**config.mk**
```make
export PLATFORM = sky130hd
export DESIGN_NAME = uart_rx_mmio
export DESIGN_NICKNAME = d
export VERILOG_FILES = /design/src/rtl/uart_rx_mmio.sv
export SDC_FILE = /design/constraint.sdc
export NUM_CORES = 1
export LEC_CHECK = 0
export ABC_AREA = 1
export CAP_MARGIN = 10
export CORE_ASPECT_RATIO = 1.4
export CORE_MARGIN = 3
export CORE_UTILIZATION = 41
export CTS_CLUSTER_SIZE = 30
export DETAILED_ROUTE_END_ITERATION = 16
export PLACE_DENSITY = 0.72
export SLEW_MARGIN = 20
export SYNTH_ARGS = -nofsm -noshare
export SYNTH_HDL_FRONTEND = slang
export SYNTH_SLANG_ARGS = --single-unit
```
**constraint.sdc**
```tcl
create_clock -name clk -period 6.75 [get_ports clk]
set_input_delay 1.35 -clock clk [delete_from_list [all_inputs] [get_ports clk]]
set_output_delay 1.35 -clock clk [all_outputs]
set_load 0.05 [all_outputs]
```
**src/rtl/uart_rx_mmio.sv**
```systemverilog
// uart_rx_mmio: memory-mapped 8N1 UART receiver with a byte FIFO and a level interrupt.
// Register window at BASE_ADDR: +0x0 RXDATA (pop on read), +0x4 STATUS (bits 2-4 W1C), +0x8 CTRL.
// Optional feature macro: UART_RX_PARITY_EN adds an even-parity bit between data and stop.
module uart_rx_mmio #(
  parameter logic [31:0] BASE_ADDR    = 32'h2000_0100,
  parameter int          CLKS_PER_BIT = 868,
  parameter int          FIFO_DEPTH   = 8
) (
  input  logic        clk,
  input  logic        rst,
  input  logic [31:0] addr,
  input  logic [31:0] write_data,
  input  logic        write_enable,
  input  logic        read_enable,
  output logic [31:0] read_data,
  output logic        rx_valid,
  input  logic        rx,
  output logic        rx_interrupt
);

  localparam int AW = $clog2(FIFO_DEPTH);
  localparam int CW = $clog2(CLKS_PER_BIT);
  localparam logic [CW-1:0] C_HALF = CW'(CLKS_PER_BIT / 2);
  localparam logic [CW-1:0] C_LAST = CW'(CLKS_PER_BIT - 1);

  typedef enum logic [2:0] {
    ST_IDLE   = 3'd0,
    ST_START  = 3'd1,
    ST_DATA   = 3'd2,
    ST_PARITY = 3'd3,
    ST_STOP   = 3'd4
  } state_t;

`ifdef UART_RX_PARITY_EN
  // Even parity: the parity bit must equal the XOR of the data bits.
  function automatic logic f_even_par(input logic [7:0] d);
    return ^d;
  endfunction
`endif

  // Synchroniser, edge detector and FSM state
  logic          r_rx_meta, r_rx_sync, r_rx_prev;
  state_t        r_state;
  logic [CW-1:0] r_cnt;
  logic [2:0]    r_bit;
  logic [7:0]    r_shift;

  // Register file and FIFO
  logic [1:0]    r_ctrl;
  logic          r_overrun, r_frame_err;
  logic          r_irq;
  logic [7:0]    r_mem [FIFO_DEPTH];
  logic [AW:0]   r_wr_ptr, r_rd_ptr;

  logic [31:0]   w_offset;
  logic          w_in_win, w_status_wr, w_ctrl_wr, w_pop_req, w_pop;
  logic          w_empty, w_full, w_stop_smp, w_push, w_push_ok, w_overrun_set, w_frame_set;
  logic          w_par_err;
  logic [31:0]   w_status;
  logic          w_unused_ok;

  // ------------------------------------------------------------------------
  // Bus decode
  // ------------------------------------------------------------------------
  assign w_offset    = addr - BASE_ADDR;
  assign w_in_win    = (w_offset < 32'd12);
  assign w_status_wr = write_enable && w_in_win && (addr[3:2] == 2'b01);
  assign w_ctrl_wr   = write_enable && w_in_win && (addr[3:2] == 2'b10);
  assign w_pop_req   = read_enable && w_in_win && (addr[3:2] == 2'b00);
  assign rx_valid    = read_enable && w_in_win;

  // ------------------------------------------------------------------------
  // FIFO flags and push/pop arbitration
  // ------------------------------------------------------------------------
  assign w_empty = (r_wr_ptr == r_rd_ptr);
  assign w_full  = (r_wr_ptr[AW] != r_rd_ptr[AW]) && (r_wr_ptr[AW-1:0] == r_rd_ptr[AW-1:0]);
  assign w_pop   = w_pop_req && !w_empty;

  // The stop-bit sample cycle is the push cycle, so the push strobe is decoded from the FSM state.
  assign w_stop_smp  = (r_state == ST_STOP) && (r_cnt == C_LAST);
`ifdef UART_RX_PARITY_EN
  logic r_par_bad, r_parity_err, w_par_set;
  assign w_par_set = (r_state == ST_PARITY) && (r_cnt == C_LAST) &&
                     (f_even_par(r_shift) != r_rx_sync);
  assign w_push    = w_stop_smp && r_rx_sync && !r_par_bad;
  assign w_par_err = r_parity_err;
`else
  assign w_push    = w_stop_smp && r_rx_sync;
  assign w_par_err = 1'b0;
`endif
  assign w_frame_set   = w_stop_smp && !r_rx_sync;
  // A pop in the same cycle frees the slot, so a push while full only overruns without a pop.
  assign w_push_ok     = w_push && (!w_full || w_pop);
  assign w_overrun_set = w_push && w_full && !w_pop;

  assign w_status = {27'd0, w_par_err, r_frame_err, r_overrun, w_full, !w_empty};

  // Upper write-data bits have no storage behind them.
  assign w_unused_ok = &{1'b0, write_data};

  // 2-flop synchroniser plus previous-value flop for falling-edge detection
  always_ff @(posedge clk or negedge rst) begin
    if (!rst) begin
      r_rx_meta <= 1'b1;
      r_rx_sync <= 1'b1;
      r_rx_prev <= 1'b1;
    end else begin
      r_rx_meta <= rx;
      r_rx_sync <= r_rx_meta;
      r_rx_prev <= r_rx_sync;
    end
  end

  // Receive FSM: start-bit qualification, mid-bit data sampling, stop-bit check
  always_ff @(posedge clk or negedge rst) begin
    if (!rst) begin
      r_state <= ST_IDLE;
      r_cnt   <= '0;
      r_bit   <= 3'd0;
      r_shift <= 8'd0;
`ifdef UART_RX_PARITY_EN
      r_par_bad <= 1'b0;
`endif
    end else begin
      case (r_state)
        ST_IDLE: begin
          r_cnt <= '0;
          r_bit <= 3'd0;
`ifdef UART_RX_PARITY_EN
          r_par_bad <= 1'b0;
`endif
          // A low line after a frame error produces no falling edge until it has gone high again.
          if (r_ctrl[0] && r_rx_prev && !r_rx_sync) begin
            r_state <= ST_START;
          end
        end
        ST_START: begin
          if (r_cnt == C_HALF) begin
            r_cnt   <= '0;
            r_state <= r_rx_sync ? ST_IDLE : ST_DATA;
          end else begin
            r_cnt <= r_cnt + CW'(1);
          end
        end
        ST_DATA: begin
          if (r_cnt == C_LAST) begin
            r_cnt   <= '0;
            r_shift <= {r_rx_sync, r_shift[7:1]};
            r_bit   <= r_bit + 3'd1;
            if (r_bit == 3'd7) begin
`ifdef UART_RX_PARITY_EN
              r_state <= ST_PARITY;
`else
              r_state <= ST_STOP;
`endif
            end
          end else begin
            r_cnt <= r_cnt + CW'(1);
          end
        end
`ifdef UART_RX_PARITY_EN
        ST_PARITY: begin
          if (r_cnt == C_LAST) begin
            r_cnt     <= '0;
            r_par_bad <= w_par_set;
            r_state   <= ST_STOP;
          end else begin
            r_cnt <= r_cnt + CW'(1);
          end
        end
`endif
        ST_STOP: begin
          if (r_cnt == C_LAST) begin
            r_cnt   <= '0;
            r_state <= ST_IDLE;
          end else begin
            r_cnt <= r_cnt + CW'(1);
          end
        end
        default: begin
          r_cnt   <= '0;
          r_state <= ST_IDLE;
        end
      endcase
    end
  end

  // FIFO storage (contents are meaningless while the pointers say empty)
  always_ff @(posedge clk) begin
    if (w_push_ok) begin
      r_mem[r_wr_ptr[AW-1:0]] <= r_shift;
    end
  end

  // FIFO pointers, one extra bit to tell full from empty
  always_ff @(posedge clk or negedge rst) begin
    if (!rst) begin
      r_wr_ptr <= '0;
      r_rd_ptr <= '0;
    end else begin
      if (w_push_ok) begin
        r_wr_ptr <= r_wr_ptr + (AW+1)'(1);
      end
      if (w_pop) begin
        r_rd_ptr <= r_rd_ptr + (AW+1)'(1);
      end
    end
  end

  // Sticky error flags: a hardware set in the same cycle beats a software clear
  always_ff @(posedge clk or negedge rst) begin
    if (!rst) begin
      r_overrun   <= 1'b0;
      r_frame_err <= 1'b0;
    end else begin
      if (w_overrun_set) begin
        r_overrun <= 1'b1;
      end else if (w_status_wr && write_data[2]) begin
        r_overrun <= 1'b0;
      end
      if (w_frame_set) begin
        r_frame_err <= 1'b1;
      end else if (w_status_wr && write_data[3]) begin
        r_frame_err <= 1'b0;
      end
    end
  end

`ifdef UART_RX_PARITY_EN
  // Sticky parity error flag, same set-over-clear priority
  always_ff @(posedge clk or negedge rst) begin
    if (!rst) begin
      r_parity_err <= 1'b0;
    end else if (w_par_set) begin
      r_parity_err <= 1'b1;
    end else if (w_status_wr && write_data[4]) begin
      r_parity_err <= 1'b0;
    end
  end
`endif

  // Control register and registered interrupt
  always_ff @(posedge clk or negedge rst) begin
    if (!rst) begin
      r_ctrl <= 2'b00;
      r_irq  <= 1'b0;
    end else begin
      if (w_ctrl_wr) begin
        r_ctrl <= write_data[1:0];
      end
      r_irq <= r_ctrl[1] && (!w_empty || r_overrun);
    end
  end

  assign rx_interrupt = r_irq;

  // Combinational read mux keyed on the word offset
  always_comb begin
    read_data = 32'd0;
    case (addr[3:2])
      2'b00: begin
        if (w_empty) begin
          read_data = 32'd0;
        end else begin
          read_data = {24'd0, r_mem[r_rd_ptr[AW-1:0]]};
        end
      end
      2'b01:   read_data = w_status;
      2'b10:   read_data = {30'd0, r_ctrl};
      default: read_data = 32'd0;
    endcase
  end

endmodule

```
==> results_tabular.tex, run 1 <==
\begin{tabular}{lr}
\hline
Metric & Value \\
\hline
\multicolumn{2}{l}{\textbf{Run status}} \\
\quad Outcome & finished, final reports clean \\
\multicolumn{2}{l}{\textbf{Power}} \\
\quad Leakage dissipation & roughly 2.8 nW \\
\quad Cell Pwr Density & 198 nW/um\^{}2 \\
\quad Largest voltage drop on the vdd net & 0.123 mV \\
\multicolumn{2}{l}{\textbf{Global routing}} \\
\quad Met3 layer usage reported by global route & 0.0325 \\
\quad GR met1 Demand/Resource & 0.182 \\
\quad Global Route Usage Sum & 0.170 \\
\quad Met2 Resource Use GR & 0.318 \\
\quad Via count of the first global-routing pass & 4199 \\
\quad Largest net degree at the start of global routing & 41 \\
\quad Total gr overflow & 0 \\
\quad Global routing's busiest layer & met2 \\
\quad Number of antenna violations at the first check in global routing & 0 \\
\quad First-pass GRT wire length & about 21000 um \\
\multicolumn{2}{l}{\textbf{Route}} \\
\quad Antenna violation net count after detailed routing & 0 \\
\quad Total via count in the routed design & between 4000 and 5000 \\
\quad First drt pass iteration count & 5 \\
\quad Number of design-rule violations left by the first detailed-router iteration & 327 \\
\quad DR DRC count & 0 \\
\quad Number of vias per cell after detailed routing & 5.09 \\
\quad Final Routed Wirelength & 13100 um \\
\quad Average wire per cell in the routed design & 15.2 um \\
\multicolumn{2}{l}{\textbf{Floorplan}} \\
\quad DIE WIDTH & around 110 um \\
\quad Number of placed I/O pins & 103 \\
\quad Die area & between 15000 and 20000 sq um \\
\quad Number of placement rows & 50 \\
\quad Vertical die dimension & 145 um \\
\quad Core box area & about 13000 sq um \\
\quad Initial standard-cell utilization of the core & 0.420 \\
\multicolumn{2}{l}{\textbf{Clock tree}} \\
\quad CTS Root Cell & clkbuf\_16 \\
\quad Post-cts repair resize count & 0 \\
\quad CTS tree & yes \\
\quad Clock Latency Late Sink & roughly 340 ps \\
\quad Post-CTS setup buffer count & 0 \\
\quad Clock H-tree levels & 3 \\
\quad CTS clock-pin slew for the worst setup and hold paths & 60 ps \\
\quad Hold\_buf cts & 0 \\
\quad Count of clock tree sinks & approximately 100 \\
\quad Worst-case clock buffer depth & 2 \\
\quad Number of buffers created by CTS & 9 \\
\multicolumn{2}{l}{\textbf{Logic synthesis}} \\
\quad Leading post-synthesis cells by instance count & nand2\_1 (126), nor2\_1 (102), edfxtp\_1 (64) \\
\quad Most numerous cell in the Yosys netlist & nand2\_1 \\
\quad Share of synthesized flip-flops with an asynchronous set or reset & 0.385 \\
\quad Post-synthesis sequential element count & 104 \\
\quad Number of enable-type register cells in the synthesized netlist & 64 \\
\quad Sequential cell area fraction in the yosys report & 0.518 \\
\quad Dominant combinational cell family by area after synthesis & simple AND/OR/NAND/NOR gates \\
\quad Yosys Warn Count & 0 \\
\quad Syn Inst Count & 630 \\
\quad Arithmetic-cell share of the synthesized area counting full adders, half adders and majority gates & 0.0133 \\
\quad Simple-gate portion of the synthesized area & 0.282 \\
\quad Cell Area, Synth & about 5700 sq um \\
\quad Most used DFF post-synth & edfxtp\_1 \\
\quad Mux cell area share after synthesis & 0.0157 \\
\quad Number of library cell types mapped by synthesis & 47 \\
\quad Yosys top cell area share & 0.340 \\
\quad Synth top area cells & edfxtp\_1 (34\%), dfrtp\_1 (16\%), nand2\_1 (8.4\%) \\
\quad Most area-hungry cell type in the Yosys netlist & edfxtp\_1 \\
\quad Mean instance size in the synthesized netlist & 8.97 sq um \\
\quad Share of the synthesized area in compound gates (AO/OA/AOI/OAI) & 0.0753 \\
\quad XOR/XNOR share of the synthesized area & 0.0155 \\
\multicolumn{2}{l}{\textbf{Placement}} \\
\quad Number of I/O port buffers & 48 \\
\quad Post-Place Cell Area & 6230 sq um \\
\quad Half-perimeter wire length of the detailed placement result & 9910 um \\
\quad Routability congestion estimate & about 0.94 \\
\multicolumn{2}{l}{\textbf{Finish}} \\
\quad Layout fillers & 1242 \\
\quad Number of nets in the final layout & $\sim$750 \\
\quad Count of inserted antenna diode cells & 0 \\
\quad Ratio of cells with drive above 1 in the final layout & 0.0953 \\
\quad Cell area after layout & between 6000 and 7000 sq um \\
\quad Signed area change from the synthesized netlist to the final layout & 15.4\% \\
\multicolumn{2}{l}{\textbf{Setup path}} \\
\quad Required time at the endpoint of the critical path & 5400 ps \\
\quad Register-to-Register Setup Slack & $\sim$3500 ps \\
\quad Crit. End Element & primary output \\
\quad Library cell contributing the largest single delay on the critical path & clkdlybuf4s50\_1 \\
\quad Worst stage delay on the critical path & 870 ps \\
\quad Family with the most delay on the worst path & simple AND/OR/NAND/NOR gates \\
\quad Most frequent CP cell & nand2\_1 \\
\quad Buffer and inverter count on the worst path & 2 \\
\quad Launching point of the worst reg2reg path & r\_rd\_ptr[0]\$\_DFFE\_PN0P\_ \\
\quad Start-to-end type of the worst setup path & primary input to primary output \\
\quad Depth of the most critical reg-to-reg path & 12 \\
\quad Kind of start point of the critical path & primary input \\
\quad Data arrival time of the critical path & 4200 ps \\
\quad Reg-to-Reg End & r\_mem[4][2]\$\_DFFE\_PP\_ \\
\quad Worst path cell trace & clkdlybuf4s50\_1 > nor2\_4 > nand2\_2 > nor2\_2 > nand2\_1 > nand2\_1 > nand2\_1 > nor2\_4 > nand4\_1 > nor2\_1 > nand4\_1 > nor3\_1 > clkdlybuf4s50\_1 \\
\quad Worst Path Max Fanout & 5 \\
\multicolumn{2}{l}{\textbf{Timing}} \\
\quad Worst-Margin Slew & 906 ps \\
\quad Hold Violations, Final & 0 \\
\quad Ratio of final minimum period to clock period & 0.822 \\
\quad Largest clock skew in the final design & 8.01 ps \\
\quad Sum Neg Setup Slack & 0 ps \\
\quad RSZ-0062 raised after global routing & false \\
\quad Clock period minus final worst setup slack & between 5000 and 6000 ps \\
\quad Maximum operating frequency & 0.180 GHz \\
\quad Slew Viols, Final & 0 \\
\quad Count of final setup violators & 0 \\
\quad Relative slew slack & 0.396 \\
\multicolumn{2}{l}{\textbf{Min path}} \\
\quad Hold path cells & 0 \\
\quad Hold/Removal Path Class & flop to flop \\
\quad Worst Hold Endpoint & r\_rx\_sync\$\_DFF\_PN1\_ \\
\quad Hold wc startpoint & r\_rx\_meta\$\_DFF\_PN1\_ \\
\multicolumn{2}{l}{\textbf{Job}} \\
\quad Maximum Capacitance Violations & 0 \\
\hline
\end{tabular}
[cells in the final DEF, fill, tap and decap left out, drive strengths merged, types with 2 or more instances in the layout]
| cell type | count |
|---|---|
| a21oi | 4 |
| a22o | 2 |
| a31oi | 3 |
| buf | 3 |
| clkbuf | 10 |
| clkdlybuf4s50 | 47 |
| clkinv | 3 |
| conb | 24 |
| dfrtp | 37 |
| dfstp | 3 |
| edfxtp | 64 |
| ha | 6 |
| inv | 60 |
| mux2 | 7 |
| nand2 | 137 |
| nand3 | 46 |
| nand3b | 4 |
| nand4 | 18 |
| nor2 | 116 |
| nor3 | 6 |
| nor3b | 4 |
| nor4 | 2 |
| o21a | 5 |
| o21ai | 38 |
| o22ai | 12 |
| o311ai | 3 |
| xor2 | 9 |
[registers in the layout, indices dropped and copies added (netlist names), 2 cells and up]
| register | count |
|---|---|
| r_shift | 8 |
| r_bit | 3 |
| r_wr_ptr | 4 |
| r_mem | 64 |
| r_ctrl | 2 |
| r_cnt | 10 |
| r_rd_ptr | 4 |
| r_state | 3 |
[kinds of logic (layout without fill, tap and decap cells)]
group	count (synthesis)	in the layout
AOI/OAI and AO/OA	72	72
xor gates and xnor gates	10	10
adders and majority gates	6	6
buffers and inverters	95	124
DFF	104	104
muxes	8	8
other	1	24
and+or+nand+nor	334	334
[power by group]
part           leakage (nW)  internal (mW)  total, mW  switching [mW]
sequential             1.28          0.671      0.672        0.000383
combinational          1.39         0.0314      0.103          0.0717
clock                 0.148          0.290      0.514           0.224
[stage by stage]
stage / power, mW / utilization / hold slack (ps) / std cells / setup WS, ps
final: 1.29 / 0.485 / 358 / 864 / 1200
after global placement: 0.787 / 0.463 / 348 / 848 / 1210
after detailed placement: 0.787 / 0.463 / 351 / 848 / 1240
after CTS: 1.30 / 0.485 / 361 / 864 / 1220
after global routing: 1.34 / 0.485 / 363 / 864 / 1060
after floorplan: 0.756 / - / 345 / 653 / 2040
[layout make-up]
type / count / area, sq um / share of cell area
Clock inverter: 6 / 66.3 / 0.0102
Inverter: 58 / 220 / 0.0338
Clock buffer: 10 / 229 / 0.0351
Tap cell: 182 / 228 / 0.0349
Multi-Input combinational cell: 454 / 2360 / 0.362
Timing Repair Buffer: 50 / 490 / 0.0752
Sequential cell: 104 / 2930 / 0.449
[worst max path at each step]
stage                          end  cells past startpoint     start
final                     rx_valid                     13   addr[8]
after global routing      rx_valid                     13   addr[8]
after CTS                 rx_valid                     13  addr[15]
after detailed placement  rx_valid                     13  addr[15]
after global placement    rx_valid                     13   addr[8]
after floorplan           rx_valid                     11  addr[11]
[layer usage]
layer | up-vias | share of wire
li1 | 2159 | -
met2 | 122 | 0.54
met5 | - | 0
met4 | 0 | 0.031
met1 | 2091 | 0.38
met3 | 22 | 0.045
No activity file was read; power rests on OpenSTA's default activity.
==> run 2: changes to the inputs <==
--- a/config.mk
+++ b/config.mk
@@ -12,7 +12,7 @@
 export CORE_UTILIZATION = 41
 export CTS_CLUSTER_SIZE = 30
 export DETAILED_ROUTE_END_ITERATION = 16
-export PLACE_DENSITY = 0.72
+export PLACE_DENSITY = 0.74
 export SLEW_MARGIN = 20
 export SYNTH_ARGS = -nofsm -noshare
 export SYNTH_HDL_FRONTEND = slang
==> constraint.sdc (replaced) <==
create_clock -name clk -period 5.1 [get_ports clk]
set_input_delay 1.02 -clock clk [delete_from_list [all_inputs] [get_ports clk]]
set_output_delay 1.02 -clock clk [all_outputs]
set_load 0.05 [all_outputs]
==> results_tabular.tex, run 2 (synthesized netlist as in run 1, its figures left out) <==
\begin{tabular}{lr}
\hline
Metric & Value \\
\hline
\multicolumn{2}{l}{\textbf{Timing}} \\
\quad Ratio of final minimum period to clock period & 0.833 \\
\quad Slew Viols, Final & 0 (unchanged) \\
\quad Final hold slack & 363 ps (+4.98 ps) \\
\quad Clock period minus final worst setup slack & 4250 ps \\
\quad Min setup slack post-route & 853 ps (-348 ps) \\
\quad Sum Neg Setup Slack & 0 ps (unchanged) \\
\quad Hold Violations, Final & 0 (unchanged) \\
\quad Count of final setup violators & 0 (unchanged) \\
\quad Maximum operating frequency & 0.235 GHz \\
\quad Worst-Margin Slew & 924 ps (+17.4 ps) \\
\quad Largest clock skew in the final design & 13.0 ps (+5.02 ps) \\
\quad Relative slew slack & 0.384 (-0.0116) \\
\quad RSZ-0062 raised after global routing & false \\
\multicolumn{2}{l}{\textbf{Floorplan}} \\
\quad DIE WIDTH & 105 um (unchanged) \\
\quad Die area & 15300 sq um (unchanged) \\
\quad Core box area & 13500 sq um (unchanged) \\
\quad Number of placed I/O pins & 103 (unchanged) \\
\quad Vertical die dimension & 145 um (unchanged) \\
\quad Number of placement rows & 50 (unchanged) \\
\quad Initial standard-cell utilization of the core & 0.420 (unchanged) \\
\multicolumn{2}{l}{\textbf{Power}} \\
\quad Largest voltage drop on the vdd net & 0.168 mV (+36\%) \\
\quad Switching Fraction & 0.220 (-0.0100) \\
\quad Relative contribution of the clock network to total power & 0.435 (+0.036) \\
\quad Leakage dissipation & 2.86 nW (+1.4\%) \\
\quad Sum of internal, switching and leakage power & 1.81 mW (+41\%) \\
\quad Sw Pwr & 0.398 mW (+35\%) \\
\quad Part of the total power dissipated in combinational logic & 0.075 (-0.005) \\
\quad Internal power & 1.41 mW (+42\%) \\
\quad Part of the power in registers & 0.490 (-0.031) \\
\quad Cell Pwr Density & 274 nW/um\^{}2 (+39\%) \\
\multicolumn{2}{l}{\textbf{Setup path}} \\
\quad Start-to-end type of the worst setup path & primary input to primary output \\
\quad Family with the most delay on the worst path & simple AND/OR/NAND/NOR gates \\
\quad Worst stage delay on the critical path & 510 ps (-360 ps) \\
\quad Register-to-Register Setup Slack & 1910 ps (-1580 ps) \\
\quad Worst Path Max Fanout & 5 (unchanged) \\
\quad Crit. End Element & primary output \\
\quad Worst path cell trace & clkdlybuf4s50\_1 > nor2\_4 > nand2\_2 > nor2\_2 > nand2\_1 > nand2\_1 > nand2\_1 > nor2\_4 > nand4\_1 > nor2\_1 > nand4\_1 > nor3\_1 > buf\_4 \\
\quad Most frequent CP cell & nand2\_1 \\
\quad Reg-to-Reg End & r\_mem[5][3]\$\_DFFE\_PP\_ \\
\quad Depth of the most critical reg-to-reg path & 14 (+2) \\
\quad Required time at the endpoint of the critical path & 4080 ps (-1320 ps) \\
\quad Buffer and inverter count on the worst path & 2 (unchanged) \\
\quad Data arrival time of the critical path & 3230 ps (-970 ps) \\
\quad Kind of start point of the critical path & primary input \\
\quad Library cell contributing the largest single delay on the critical path & clkdlybuf4s50\_1 \\
\quad Launching point of the worst reg2reg path & r\_rd\_ptr[0]\$\_DFFE\_PN0P\_ \\
\multicolumn{2}{l}{\textbf{Finish}} \\
\quad Most common cell after layout, fill and taps aside & nand2\_1 \\
\quad Layout fillers & 1248 (+0.48\%) \\
\quad Max FFs per register & 64 (unchanged) \\
\quad Count of inserted antenna diode cells & 0 (unchanged) \\
\quad Number of nets in the final layout & 756 (+0.53\%) \\
\quad Ratio of cells with drive above 1 in the final layout & 0.103 (+0.00819) \\
\quad Signed area change from the synthesized netlist to the final layout & 16.8\% \\
\quad Cell area after layout & 6610 sq um (+1.3\%) \\
\quad Final non-filler cell total & 868 (+0.46\%) \\
\quad Final cell utilization of the core & 0.491 (+0.00614) \\
\quad Most frequent cells in the layout & nand2\_1 (126), nor2\_1 (102), edfxtp\_1 (64) \\
\multicolumn{2}{l}{\textbf{Route}} \\
\quad Antenna violation net count after detailed routing & 0 (unchanged) \\
\quad Number of vias per cell after detailed routing & 5.03 (-1.2\%) \\
\quad Average wire per cell in the routed design & 14.2 um (-6.6\%) \\
\quad Final Routed Wirelength & 12300 um (-6.1\%) \\
\quad Total via count in the routed design & 4363 (-0.71\%) \\
\quad First drt pass iteration count & 5 (unchanged) \\
\quad DR DRC count & 0 (unchanged) \\
\quad Number of design-rule violations left by the first detailed-router iteration & 342 (+4.6\%) \\
\multicolumn{2}{l}{\textbf{Global routing}} \\
\quad First-pass GRT wire length & 20900 um (+0.63\%) \\
\quad Via count of the first global-routing pass & 4330 (+3.1\%) \\
\quad Global Route Usage Sum & 0.168 (-0.00279) \\
\quad Number of antenna violations at the first check in global routing & 0 (unchanged) \\
\quad Total gr overflow & 0 (unchanged) \\
\quad Largest net degree at the start of global routing & 41 (unchanged) \\
\multicolumn{2}{l}{\textbf{Placement}} \\
\quad Pre-CTS setup slack & 872 ps (-364 ps) \\
\quad Number of I/O port buffers & 48 (unchanged) \\
\quad Post-Place Cell Area & 6250 sq um (+0.44\%) \\
\quad Routability congestion estimate & 0.906 (-3.4\%) \\
\quad Half-perimeter wire length of the detailed placement result & 9310 um (-6.1\%) \\
\quad Cell total after placement & 852 (+0.47\%) \\
\multicolumn{2}{l}{\textbf{Clock tree}} \\
\quad CTS tree & yes \\
\quad Clock Latency Late Sink & 340 ps (about the same) \\
\quad Hold\_buf cts & 0 (unchanged) \\
\quad CTS Root Cell & clkbuf\_16 \\
\quad Clock H-tree levels & 3 (unchanged) \\
\quad Count of clock tree sinks & 104 (unchanged) \\
\quad CTS clock-pin slew for the worst setup and hold paths & 70 ps (about the same) \\
\quad Worst-case clock buffer depth & 2 (unchanged) \\
\quad Post-cts repair resize count & 0 (unchanged) \\
\quad Number of buffers created by CTS & 9 (unchanged) \\
\quad Post-CTS setup buffer count & 0 (unchanged) \\
\multicolumn{2}{l}{\textbf{Run status}} \\
\quad Outcome & finished, final reports clean \\
\multicolumn{2}{l}{\textbf{Min path}} \\
\quad Hold path cells & 0 (unchanged) \\
\quad Hold wc startpoint & r\_rx\_meta\$\_DFF\_PN1\_ \\
\quad Hold/Removal Path Class & flop to flop \\
\quad Worst Hold Endpoint & r\_rx\_sync\$\_DFF\_PN1\_ \\
\multicolumn{2}{l}{\textbf{Job}} \\
\quad Maximum Capacitance Violations & 0 (unchanged) \\
\hline
\end{tabular}
-- run 2: layout make-up --
| cell class | instances | area [sq um] | area share |
|---|---|---|---|
| inverters | 58 | 220 | 0.0333 |
| multi-input cells | 454 | 2360 | 0.358 |
| repair buffers | 54 | 518 | 0.0784 |
| clock buffers | 9 | 225 | 0.0341 |
| well taps | 182 | 228 | 0.0345 |
| flip-flops and latches | 104 | 2930 | 0.443 |
| clock inverters | 7 | 125 | 0.0189 |
-- run 2: worst register-to-register path: stages, from the launching register on --
cell and delay, ps:
dfrtp_1 360, buf_4 240, inv_1 90, buf_4 320, nand2_1 100, nand4_1 120
nor2_1 60, inv_1 50, nor2_1 40, nor2_1 180, buf_4 190, nand4_4 160
nand2_4 160, nand3_2 100, nor2_1 660
-- run 2: power by group through the flow --
stage               Clock (mW)  Sequential, mW  Combinational [mW]
finish                   0.788           0.889               0.136
detailed placement           0           0.907               0.136
floorplan                    0           0.906              0.0941
global placement             0           0.906               0.136
CTS                      0.799           0.889               0.136
global route             0.846           0.888               0.146
-- run 2: per-layer routing --
| layer | GRT usage | wire length (um) | vias to the layer above |
|---|---|---|---|
| met3 | 0.0338 | 465 | 19 |
| li1 | - | - | 2174 |
| met5 | 0 | 0 | - |
| met1 | 0.188 | 4730 | 2077 |
| met4 | 0.0670 | 351 | 0 |
| met2 | 0.306 | 6790 | 93 |
-- run 2: worst max-delay path by stage --
stage	cells past startpoint	slack, ps	end	from
final	13	850	rx_valid	addr[8]
after global routing	12	690	read_data[0]	r_rd_ptr[0]$_DFFE_PN0P_
after CTS	7	870	read_data[0]	addr[2]
after detailed placement	7	870	read_data[0]	addr[2]
after global placement	13	850	rx_valid	addr[15]
after floorplan	11	1050	rx_valid	addr[11]
